**config.mk**
```make
export PLATFORM = sky130hd
export DESIGN_NAME = fifo_solver_flat
export DESIGN_NICKNAME = d
export VERILOG_FILES = /design/src/rtl/fifo_solver_if.sv /design/src/rtl/fifo_solver.sv /design/src/flat_wrapper.sv
export SDC_FILE = /design/constraint.sdc
export NUM_CORES = 1
export LEC_CHECK = 0
export ABC_AREA = 1
export BUFFER_PORTS_ARGS = -buffer_cell sky130_fd_sc_hd__buf_2
export CORE_MARGIN = 4
export CORE_UTILIZATION = 45
export CTS_CLUSTER_SIZE = 10
export DETAILED_ROUTE_END_ITERATION = 8
export PLACE_DENSITY_LB_ADDON = 0.1
export REMOVE_ABC_BUFFERS = 1
export SLEW_MARGIN = 20
export SYNTH_ARGS = -nofsm -noshare
export SYNTH_HDL_FRONTEND = slang
export SYNTH_SLANG_ARGS = --single-unit
```
**constraint.sdc**
```tcl
create_clock -name clk -period 4.59 [get_ports clk]
set_clock_uncertainty 0.15 [all_clocks]
set_input_delay 0.459 -clock clk [delete_from_list [all_inputs] [get_ports clk]]
set_output_delay 0.459 -clock clk [all_outputs]
set_load 0.05 [all_outputs]
```
**src/rtl/fifo_solver_if.sv**
```systemverilog
// fifo_solver_if -- beat/result bundle for the fifo_solver line filter.
//
// Handshake: there is no backpressure. The master presents one option beat
// per cycle by raising valid_op; every cycle with valid_op=1 is consumed by
// the solver. Results are qualified by the one-cycle valid_out pulse;
// put_back_to_FIFO / new_option_num hold until the next completion.
// kept_option is qualified by the one-cycle kept_valid pulse.
//
// Signals (slave = solver view):
//   valid_op, option, line_ind, options_per_line     : in  (option beat)
//   put_back_to_FIFO, new_option_num, valid_out       : out (line result)
//   assigned, assigned_known                          : out (board state)
//   kept_option, kept_valid                           : out (consistent echo)
//   busy, state_dbg                                   : out (FSM visibility)
//   contradiction                                     : out, only when
//                                                       FIFO_SOLVER_CONTRADICTION_EN
//                                                       is defined
interface fifo_solver_if #(
    parameter int SIZE = 3
);
    logic                       valid_op;
    logic [SIZE-1:0]            option;
    logic [4:0]                 line_ind;
    logic [6:0]                 options_per_line;

    logic                       put_back_to_FIFO;
    logic [6:0]                 new_option_num;
    logic [SIZE-1:0][SIZE-1:0]  assigned;
    logic [SIZE-1:0][SIZE-1:0]  assigned_known;
    logic [SIZE-1:0]            kept_option;
    logic                       kept_valid;
    logic                       busy;
    logic                       valid_out;
    logic                       state_dbg;
`ifdef FIFO_SOLVER_CONTRADICTION_EN
    logic                       contradiction;
`endif

    modport master (
        output valid_op, option, line_ind, options_per_line,
        input  put_back_to_FIFO, new_option_num, assigned, assigned_known,
               kept_option, kept_valid, busy, valid_out, state_dbg
`ifdef FIFO_SOLVER_CONTRADICTION_EN
       ,input  contradiction
`endif
    );

    modport slave (
        input  valid_op, option, line_ind, options_per_line,
        output put_back_to_FIFO, new_option_num, assigned, assigned_known,
               kept_option, kept_valid, busy, valid_out, state_dbg
`ifdef FIFO_SOLVER_CONTRADICTION_EN
       ,output contradiction
`endif
    );
endinterface

```
**src/rtl/fifo_solver.sv**
```systemverilog
// fifo_solver -- filters the candidate fillings of one board line against the
// currently known cells and folds the survivors back into the board.
//
// A line arrives as N option beats (N and line_ind sampled on the first beat).
// Options that contradict a known cell are dropped; for the survivors, cells
// that are 1 in every survivor become known-1 and cells that are 0 in every
// survivor become known-0. On the last beat the board update and the result
// outputs are registered, so valid_out pulses one cycle after that beat.
//
// Ports:
//   clk  : clock, rising edge
//   rst  : asynchronous, active-high reset
//   bus  : fifo_solver_if.slave (beat inputs, result/board outputs)
//
// Optional feature: define FIFO_SOLVER_CONTRADICTION_EN to add the
// bus.contradiction output, pulsing with valid_out when no option survived.
//
// line_ind: 0..SIZE-1 selects row r (cell i = (r,i));
//           SIZE..2*SIZE-1 selects column c=line_ind-SIZE (cell i = (i,c)).
module fifo_solver #(
    parameter int SIZE = 3
) (
    input  logic              clk,
    input  logic              rst,
    fifo_solver_if.slave      bus
);

    typedef enum logic {
        IDLE   = 1'b0,
        FILTER = 1'b1
    } state_t;

    state_t                     state;
    logic [4:0]                 line_q;
    logic [6:0]                 remaining_q;   // beats still expected in FILTER
    logic [SIZE-1:0]            and_acc;
    logic [SIZE-1:0]            or_acc;
    logic [6:0]                 survivors;
    logic [SIZE-1:0][SIZE-1:0]  assigned_q;
    logic [SIZE-1:0][SIZE-1:0]  known_q;
    logic                       put_back_q;
    logic [6:0]                 new_num_q;
    logic [SIZE-1:0]            kept_option_q;
    logic                       kept_valid_q;
    logic                       valid_out_q;
`ifdef FIFO_SOLVER_CONTRADICTION_EN
    logic                       contradiction_q;
`endif

    // ------------------------------------------------------------------
    // Beat qualification
    // ------------------------------------------------------------------
    logic first_beat;   // accepted beat that opens a line
    logic beat;         // any accepted beat
    logic complete;     // accepted beat that closes the line

    always_comb begin
        first_beat = (state == IDLE) && bus.valid_op &&
                     (bus.options_per_line != 7'd0) &&
                     (bus.line_ind < 5'(2 * SIZE));
        beat       = first_beat || ((state == FILTER) && bus.valid_op);
        complete   = (first_beat && (bus.options_per_line == 7'd1)) ||
                     ((state == FILTER) && bus.valid_op && (remaining_q == 7'd1));
    end

    // The line being worked on: the live input on the opening beat, the
    // latched index afterwards.
    logic [4:0] sel_line;
    int         sel_int;
    logic       sel_is_row;

    always_comb begin
        sel_line   = (state == IDLE) ? bus.line_ind : line_q;
        sel_int    = int'(sel_line);
        sel_is_row = (sel_int < SIZE);
    end

    // ------------------------------------------------------------------
    // Gather the selected line's known mask and values from the board
    // ------------------------------------------------------------------
    logic [SIZE-1:0] line_known;
    logic [SIZE-1:0] line_val;

    always_comb begin
        line_known = '0;
        line_val   = '0;
        for (int r = 0; r < SIZE; r++) begin
            for (int c = 0; c < SIZE; c++) begin
                if (sel_is_row && (r == sel_int)) begin
                    line_known[c] = known_q[r][c];
                    line_val[c]   = assigned_q[r][c];
                end
                if (!sel_is_row && (c == sel_int - SIZE)) begin
                    line_known[r] = known_q[r][c];
                    line_val[r]   = assigned_q[r][c];
                end
            end
        end
    end

    // ------------------------------------------------------------------
    // Accumulator update for the current beat. The opening beat starts
    // from the fresh-line values rather than the stale registers, so no
    // separate clear cycle is needed between lines.
    // ------------------------------------------------------------------
    logic            consistent;
    logic [SIZE-1:0] and_nxt;
    logic [SIZE-1:0] or_nxt;
    logic [6:0]      surv_nxt;
    logic            line_full;
    logic [6:0]      new_num_nxt;

    always_comb begin
        consistent = (((bus.option ^ line_val) & line_known) == '0);
        and_nxt    = (first_beat ? {SIZE{1'b1}} : and_acc) &
                     (consistent ? bus.option : {SIZE{1'b1}});
        or_nxt     = (first_beat ? {SIZE{1'b0}} : or_acc) |
                     (consistent ? bus.option : {SIZE{1'b0}});
        surv_nxt   = (first_beat ? 7'd0 : survivors) + (consistent ? 7'd1 : 7'd0);
        // A cell is resolved if it was known or the survivors agree on it.
        line_full  = &(line_known | and_nxt | ~or_nxt);
        new_num_nxt = ((surv_nxt == 7'd0) || line_full) ? 7'd0 : surv_nxt;
    end

    // ------------------------------------------------------------------
    // Next board on completion; unchanged when nothing survived.
    // ------------------------------------------------------------------
    logic [SIZE-1:0][SIZE-1:0] assigned_nxt;
    logic [SIZE-1:0][SIZE-1:0] known_nxt;

    always_comb begin
        assigned_nxt = assigned_q;
        known_nxt    = known_q;
        if (surv_nxt != 7'd0) begin
            for (int r = 0; r < SIZE; r++) begin
                for (int c = 0; c < SIZE; c++) begin
                    if (!known_q[r][c]) begin
                        if (sel_is_row && (r == sel_int)) begin
                            if (and_nxt[c]) begin
                                known_nxt[r][c]    = 1'b1;
                                assigned_nxt[r][c] = 1'b1;
                            end else if (!or_nxt[c]) begin
                                known_nxt[r][c]    = 1'b1;
                                assigned_nxt[r][c] = 1'b0;
                            end
                        end
                        if (!sel_is_row && (c == sel_int - SIZE)) begin
                            if (and_nxt[r]) begin
                                known_nxt[r][c]    = 1'b1;
                                assigned_nxt[r][c] = 1'b1;
                            end else if (!or_nxt[r]) begin
                                known_nxt[r][c]    = 1'b1;
                                assigned_nxt[r][c] = 1'b0;
                            end
                        end
                    end
                end
            end
        end
    end

    // ------------------------------------------------------------------
    // FSM and registered outputs
    // ------------------------------------------------------------------
    always_ff @(posedge clk or posedge rst) begin
        if (rst) begin
            state           <= IDLE;
            line_q          <= '0;
            remaining_q     <= '0;
            and_acc         <= {SIZE{1'b1}};
            or_acc          <= '0;
            survivors       <= '0;
            assigned_q      <= '0;
            known_q         <= '0;
            put_back_q      <= 1'b0;
            new_num_q       <= '0;
            kept_option_q   <= '0;
            kept_valid_q    <= 1'b0;
            valid_out_q     <= 1'b0;
`ifdef FIFO_SOLVER_CONTRADICTION_EN
            contradiction_q <= 1'b0;
`endif
        end else begin
            valid_out_q     <= 1'b0;
            kept_valid_q    <= 1'b0;
`ifdef FIFO_SOLVER_CONTRADICTION_EN
            contradiction_q <= 1'b0;
`endif
            if (beat) begin
                if (consistent) begin
                    kept_valid_q  <= 1'b1;
                    kept_option_q <= bus.option;
                end
                if (complete) begin
                    state       <= IDLE;
                    valid_out_q <= 1'b1;
                    assigned_q  <= assigned_nxt;
                    known_q     <= known_nxt;
                    new_num_q   <= new_num_nxt;
                    put_back_q  <= (new_num_nxt != 7'd0);
                    and_acc     <= {SIZE{1'b1}};
                    or_acc      <= '0;
                    survivors   <= '0;
                    remaining_q <= '0;
`ifdef FIFO_SOLVER_CONTRADICTION_EN
                    contradiction_q <= (surv_nxt == 7'd0);
`endif
                end else begin
                    state     <= FILTER;
                    and_acc   <= and_nxt;
                    or_acc    <= or_nxt;
                    survivors <= surv_nxt;
                    if (first_beat) begin
                        line_q      <= bus.line_ind;
                        remaining_q <= bus.options_per_line - 7'd1;
                    end else begin
                        remaining_q <= remaining_q - 7'd1;
                    end
                end
            end
        end
    end

    assign bus.assigned         = assigned_q;
    assign bus.assigned_known   = known_q;
    assign bus.put_back_to_FIFO = put_back_q;
    assign bus.new_option_num   = new_num_q;
    assign bus.kept_option      = kept_option_q;
    assign bus.kept_valid       = kept_valid_q;
    assign bus.valid_out        = valid_out_q;
    assign bus.busy             = (state == FILTER);
    assign bus.state_dbg        = state;
`ifdef FIFO_SOLVER_CONTRADICTION_EN
    assign bus.contradiction    = contradiction_q;
`endif

endmodule

```
**src/flat_wrapper.sv**
```systemverilog
// flat-port wrapper written by rule: the top's interface ports become plain ports
module fifo_solver_flat 
#(
    parameter int SIZE = 3
)
  (clk, rst, bus_valid_op, bus_option, bus_line_ind, bus_options_per_line, bus_put_back_to_FIFO, bus_new_option_num, bus_assigned, bus_assigned_known, bus_kept_option, bus_kept_valid, bus_busy, bus_valid_out, bus_state_dbg);
  fifo_solver_if #(.SIZE(SIZE)) bus_i ();
  input  logic clk;
  input  logic rst;
  input wire logic [$bits(bus_i.valid_op)-1:0] bus_valid_op;
  input wire logic [$bits(bus_i.option)-1:0] bus_option;
  input wire logic [$bits(bus_i.line_ind)-1:0] bus_line_ind;
  input wire logic [$bits(bus_i.options_per_line)-1:0] bus_options_per_line;
  output wire logic [$bits(bus_i.put_back_to_FIFO)-1:0] bus_put_back_to_FIFO;
  output wire logic [$bits(bus_i.new_option_num)-1:0] bus_new_option_num;
  output wire logic [$bits(bus_i.assigned)-1:0] bus_assigned;
  output wire logic [$bits(bus_i.assigned_known)-1:0] bus_assigned_known;
  output wire logic [$bits(bus_i.kept_option)-1:0] bus_kept_option;
  output wire logic [$bits(bus_i.kept_valid)-1:0] bus_kept_valid;
  output wire logic [$bits(bus_i.busy)-1:0] bus_busy;
  output wire logic [$bits(bus_i.valid_out)-1:0] bus_valid_out;
  output wire logic [$bits(bus_i.state_dbg)-1:0] bus_state_dbg;
  assign bus_i.valid_op = bus_valid_op;
  assign bus_i.option = bus_option;
  assign bus_i.line_ind = bus_line_ind;
  assign bus_i.options_per_line = bus_options_per_line;
  assign bus_put_back_to_FIFO = bus_i.put_back_to_FIFO;
  assign bus_new_option_num = bus_i.new_option_num;
  assign bus_assigned = bus_i.assigned;
  assign bus_assigned_known = bus_i.assigned_known;
  assign bus_kept_option = bus_i.kept_option;
  assign bus_kept_valid = bus_i.kept_valid;
  assign bus_busy = bus_i.busy;
  assign bus_valid_out = bus_i.valid_out;
  assign bus_state_dbg = bus_i.state_dbg;
  fifo_solver #(.SIZE(SIZE)) u_core (.clk(clk), .rst(rst), .bus(bus_i));
endmodule
```
# --- Word level (Yosys, flattened, before mapping) ---
# Cells that the tools add are included.
totals:
  ff_bits: 57
  input_bits: 18
  elab_cells: 249
classes:
  n_addsub: 4
  magnitude_cmp: 2
  eq_ne: 6
  n_mux: 159
  bitwise_logic: 18
  reduce_logical: 37
ops:
  columns: ["operator", "n"]
  rows:
  - ["$mux W1", 147]
  - ["$logic_not A32 Y1", 2]
  - ["$reduce_and A4 Y1", 9]
  - ["$mux W7", 5]
  - ["$eq A2 B32 Y1 const A", 1]
  - ["$eq A3 B32 Y1 const A", 1]
  - ["$reduce_bool A7 Y1", 3]
  - ["$mux W3", 6]
  - ["$eq A7 B1 Y1 const B", 2]
  - ["$sub A7 B1 Y7 const B", 2]
  - ["$logic_and A1 B1 Y1", 12]
  - ["$not A1 Y1", 11]
  - ["$or A3 B3 Y3", 3]
  - ["$reduce_and A3 Y1", 3]
  - ["$add A7 B7 Y7", 1]
  - ["$logic_not A7 Y1", 1]
  - ["$and A3 B3 Y3", 2]
  - ["$sub A5 B2 Y6 const B", 1]
  - ["$eq A2 B5 Y1 const A", 1]
  - ["$eq A3 B5 Y1 const A", 1]
  - ["$lt A5 B2 Y1 const B", 1]
  - ["$lt A5 B3 Y1 const B", 1]
  - ["$mux W5", 1]
  - ["$reduce_and A2 Y1", 2]
  - ["other kinds (5)", 7]

# --- Longest topological paths before layout ---
depth:
  ltp_word: 21
  ltp_mapped: 28
  depth_no_buf: 27

# --- Least setup slack after synthesis ---
# No wires, ideal clock.
synth_timing:
  kind: "register to register"
  start: "register u_core.state (netlist: u_core.bus.busy)"
  end: "register u_core.assigned_q (netlist bit u_core.bus.assigned[2])"
  setup_time_ns: 0.118
  t_arrival_ns: 3.409
  required_ns: 4.322
  setup_slack_ns: 0.914
  path_stages_with_launch: 29
  path_buffers: 2
  synth_period_minus_slack_ns: 3.676
  path_cell_list: "dfrtp_1 > buf_6 > nand2_1 > nand2_2 > nand3_2 > inv_2 > nand2_2 > inv_2 > nand2_1 > nand3_1 > nor2_1 > nor2_2 > nand3_2 > nand3_2 > inv_1 > ha_1 > ha_1 > inv_1 > xor2_1 > nor3_1 > nand2_1 > nor2_1 > nand3_1 > nand2_2 > buf_6 > nor2_1 > o21ai_0 > a21oi_1 > nor2_1"
synth_between:
  elab_chain_len: 20
  elab_cells_between_ends: 81
synth_rtl:
  columns: ["item", "line", "rtl"]
  rows:
  - ["start, declared", "fifo_solver.sv:33", "state_t state;"]
  - ["start signal, assigned", "fifo_solver.sv:167", "state <= IDLE;"]
  - ["start signal, assigned", "fifo_solver.sv:195", "state <= IDLE;"]
  - ["start signal, assigned", "fifo_solver.sv:209", "state <= FILTER;"]
  - ["parallel branches: the longest is 20 deep, another holds $sub A5 B2 Y6", null, null]
  - ["end signal, assigned", "fifo_solver.sv:197", "assigned_q <= assigned_nxt;"]
  - ["end, declared", "fifo_solver.sv:39", "logic [SIZE-1:0][SIZE-1:0] assigned_q;"]
# Several ways; the timed one is not identified.
# A chain may end at the register's enable or synchronous reset.

# --- Final worst setup path ---
layout_timing:
  start: "register u_core.state (netlist: u_core.bus.busy)"
  end: "register u_core.known_q (netlist bit u_core.bus.assigned_known[4])"
layout_between:
  elab_chain_len: 21
  elab_cells_between_ends: 82
layout_rtl:
  columns: ["item", "line", "rtl"]
  rows:
  - ["parallel branches: the longest is 21 deep, another holds $sub A5 B2 Y6", null, null]
  - ["end signal, assigned", "fifo_solver.sv:198", "known_q <= known_nxt;"]
  - ["end, declared", "fifo_solver.sv:40", "logic [SIZE-1:0][SIZE-1:0] known_q;"]
# Several ways; the timed one is not identified.

==> run summary <==
Num rows -> 33
Syn Inst Count -> 531
Unrepaired setup endpoints after global routing -> no
Router iterations before antenna repair -> 5
Hold Path Class -> in -> async
Filler Cells Inserted -> 816
#FFs+latches synth -> 57
CTS Buf Count -> 9
CTS tree -> yes
Worst skew pair latency -> 0.35 ns
Most common cell after layout, fill and taps aside -> nand2_1
Outcome -> complete, no violations
P per Cell Area -> 688 nW/µm²
Reg2Reg Depth -> 25
Worst Path Max Fanout -> 16
Via/cell ratio -> 5.31
Largest net degree at the start of global routing -> 58
Slowest cell on the critical path -> dfrtp_2
Layout cell share with drive strength beyond 1 -> 21.9%
Most common cell on crit path -> inv_2
Initial antenna violation count -> 0
GP Congestion -> 0.924
Global router's overall resource usage -> 21.7%
Crit path depth -> 25
GRT Residual Overflow -> 0
Die Y -> 99.8 µm
Most frequent cells in the layout -> 174 x nand2_1, 65 x inv_1, 53 x dfrtp_1
Slew HR -> 50.8%
Slew of the pin with the lowest slew margin -> 0.738 ns
Ant diodes -> 0
Top delay family on crit path -> simple AND/OR/NAND/NOR gates
Reg clk slew, reported paths -> 0.07 ns
Slowest cell delay on critical path -> 0.50 ns
DRT iter0 DRCs -> 290
First-pass GRT wire length -> 17,200 µm
Sequential area share after synthesis -> 37.7%
WP data required -> 4.67 ns
Ys Warns -> 0
Die W -> 99.8 µm
Area growth, synth to finish -> 14.1%
Yosys cell types -> 44
Final Hold Violating Endpoints -> 0
DRC -> 0
Die area -> 9970 µm²
Dominant synthesized flop cell -> dfrtp_1
Buf+Inv Stages, Crit Path -> 6
Leak Pwr -> 2.31 nW
Tcrit/Tclk final -> 90.9%
Hpwl dp -> 7620 µm
Multi-input logic area -> 2020 µm²
Setup TNS Final -> 0 ns
Max Clk Rate -> 240 MHz
Vias in the first global route -> 3,533
WS Path Type -> reg -> reg
EDFF count, synth -> 0
Ports -> 51
Maximum buffer depth of the clock tree -> 2
CTS Root Cell -> clkbuf_8
Ys async rst share -> 100%
Max-cap viol count -> 0
CTS sink cnt -> 57
Hold buffers post-CTS -> 0
Starting Density -> 46.2%
# nets final -> 609
Port buffer count -> 50
Critical Path AT -> 4.25 ns
Antenna viol nets, final -> 0
Maximum vdd drop -> 0.446 mV
Tmin final -> 4.17 ns
Core region area -> 8220 µm²
WL/cell -> 14.9 µm
CTS resizes -> 0
Crit start category -> flip-flop
Mean Syn Cell Area -> 7.15 µm²
H-Tree Depth -> 3
Final Setup Violations -> 0
Final wirelength -> 10,400 µm
Power consumption -> 2.98 mW
Synthesized area -> 3790 µm²
Number of setup buffers added after CTS -> 0
CP endpoint kind -> flip-flop
Final Max Slew Viols -> 0
Register area -> 1430 µm²
Via count -> 3,688
-- stage by stage --
stage	instance area [µm²]	hold slack [ns]	setup slack (ns)	utilization, %	std cells
after CTS	4330	0.181	0.368	52.7	694
after global placement	4130	0.303	0.509	50.2	678
after floorplan	3730	0.286	0.400	-	521
after detailed placement	4130	0.311	0.391	50.2	678
after global routing	4330	0.239	0.0678	52.7	694
final	4330	0.164	0.419	52.7	694
-- routing by layer --
layer	up-vias	part of all wire [%]	GRT usage [%]
li1	1802	-	-
met1	1730	47	31.1
met2	143	45	32.8
met3	13	6.8	4.03
met4	0	1.4	7.88
met5	-	0	0
-- cell families (layout without fill, tap and decap cells) --
group / after synthesis / count (layout) / synth area share, %
and+or+nand+nor: 301 / 301 / 37.0
buffers and inverters: 85 / 143 / 9.13
AOI/OAI and AO/OA: 69 / 69 / 10.9
DFF: 57 / 57 / 37.7
xor gates and xnor gates: 11 / 11 / 2.74
adders and majority gates: 7 / 7 / 2.31
muxes: 1 / 1 / 0.264
-- power breakdown --
| part | total (mW) | internal, mW | switching, mW |
|---|---|---|---|
| logic | 1.73 | 0.486 | 1.24 |
| clock network | 0.488 | 0.255 | 0.233 |
| registers | 0.761 | 0.653 | 0.108 |
-- synthesized netlist by cell type (3+ instances only) --
| cell | n | area share, % |
|---|---|---|
| a21oi_1 | 5 | 0.66 |
| a32o_1 | 3 | 0.79 |
| buf_2 | 3 | 0.40 |
| clkbuf_1 | 3 | 0.30 |
| dfrtp_1 | 54 | 36 |
| dfstp_2 | 3 | 2.1 |
| ha_1 | 7 | 2.3 |
| inv_1 | 66 | 6.5 |
| inv_2 | 8 | 0.79 |
| nand2_1 | 174 | 17 |
| nand2_2 | 15 | 2.5 |
| nand3_1 | 44 | 5.8 |
| nand3_2 | 7 | 1.8 |
| nand3_4 | 3 | 1.4 |
| nand4_1 | 7 | 1.2 |
| nor2_1 | 29 | 2.9 |
| nor2_2 | 7 | 1.2 |
| nor2_4 | 3 | 0.89 |
| nor3_1 | 4 | 0.53 |
| o21ai_0 | 40 | 5.3 |
| o21ai_1 | 3 | 0.40 |
| o21ai_2 | 3 | 0.69 |
| o22ai_1 | 4 | 0.66 |
| or2_2 | 3 | 0.49 |
| xor2_1 | 9 | 2.1 |
-- state kept, by name, indices dropped and copies added, names as in the netlist --
signal	cells
u_core.bus.assigned_known	9
u_core.bus.kept_valid	1
u_core.and_acc	3
u_core.bus.valid_out	1
u_core.bus.assigned	9
u_core.bus.busy	1
u_core.bus.kept_option	3
u_core.bus.new_option_num	7
u_core.bus.put_back_to_FIFO	1
u_core.remaining_q	7
u_core.line_q	5
u_core.or_acc	3
u_core.survivors	7
-- worst reg2reg max path, cell delays in order (launching register included) --
cell	delay, ns
dfrtp_2	0.50
inv_2	0.16
nand2_1	0.11
nand2_2	0.12
nand3_2	0.12
inv_2	0.08
nand2_2	0.12
inv_2	0.14
nand2_1	0.06
nand3_1	0.09
nor2_1	0.07
nor2_2	0.12
nand3_2	0.17
nand3_2	0.14
inv_1	0.08
ha_1	0.22
ha_1	0.20
inv_1	0.07
xor2_1	0.10
nor3_1	0.15
nand2_1	0.07
nor2_1	0.10
nand3_1	0.09
nand2_2	0.31
inv_2	0.24
a31o_2	0.29
-- area by class of cell --
class | instances | area share (%)
clock buffers | 9 | 2.86
clock inverters | 7 | 1.79
inverters | 75 | 6.53
multi-input cells | 389 | 46.6
flip-flops and latches | 57 | 33.1
well taps | 105 | 3.03
repair buffers | 52 | 6.13
-- worst paths after layout --
path	from	endpoint	slack, ns
hold reg to reg	u_core.bus.kept_option[0]	u_core.bus.kept_option[0]	0.33
max in group asynchronous	rst	u_core.bus.busy	3.61
setup / recovery	u_core.bus.busy	u_core.bus.assigned_known[4]	0.42
setup reg to reg	u_core.bus.busy	u_core.bus.assigned_known[4]	0.42
hold / removal	rst	u_core.bus.assigned_known[3]	0.16
min in group clk	bus_line_ind[2]	u_core.line_q[2]	0.27
Power figures use the tool's default switching activity.
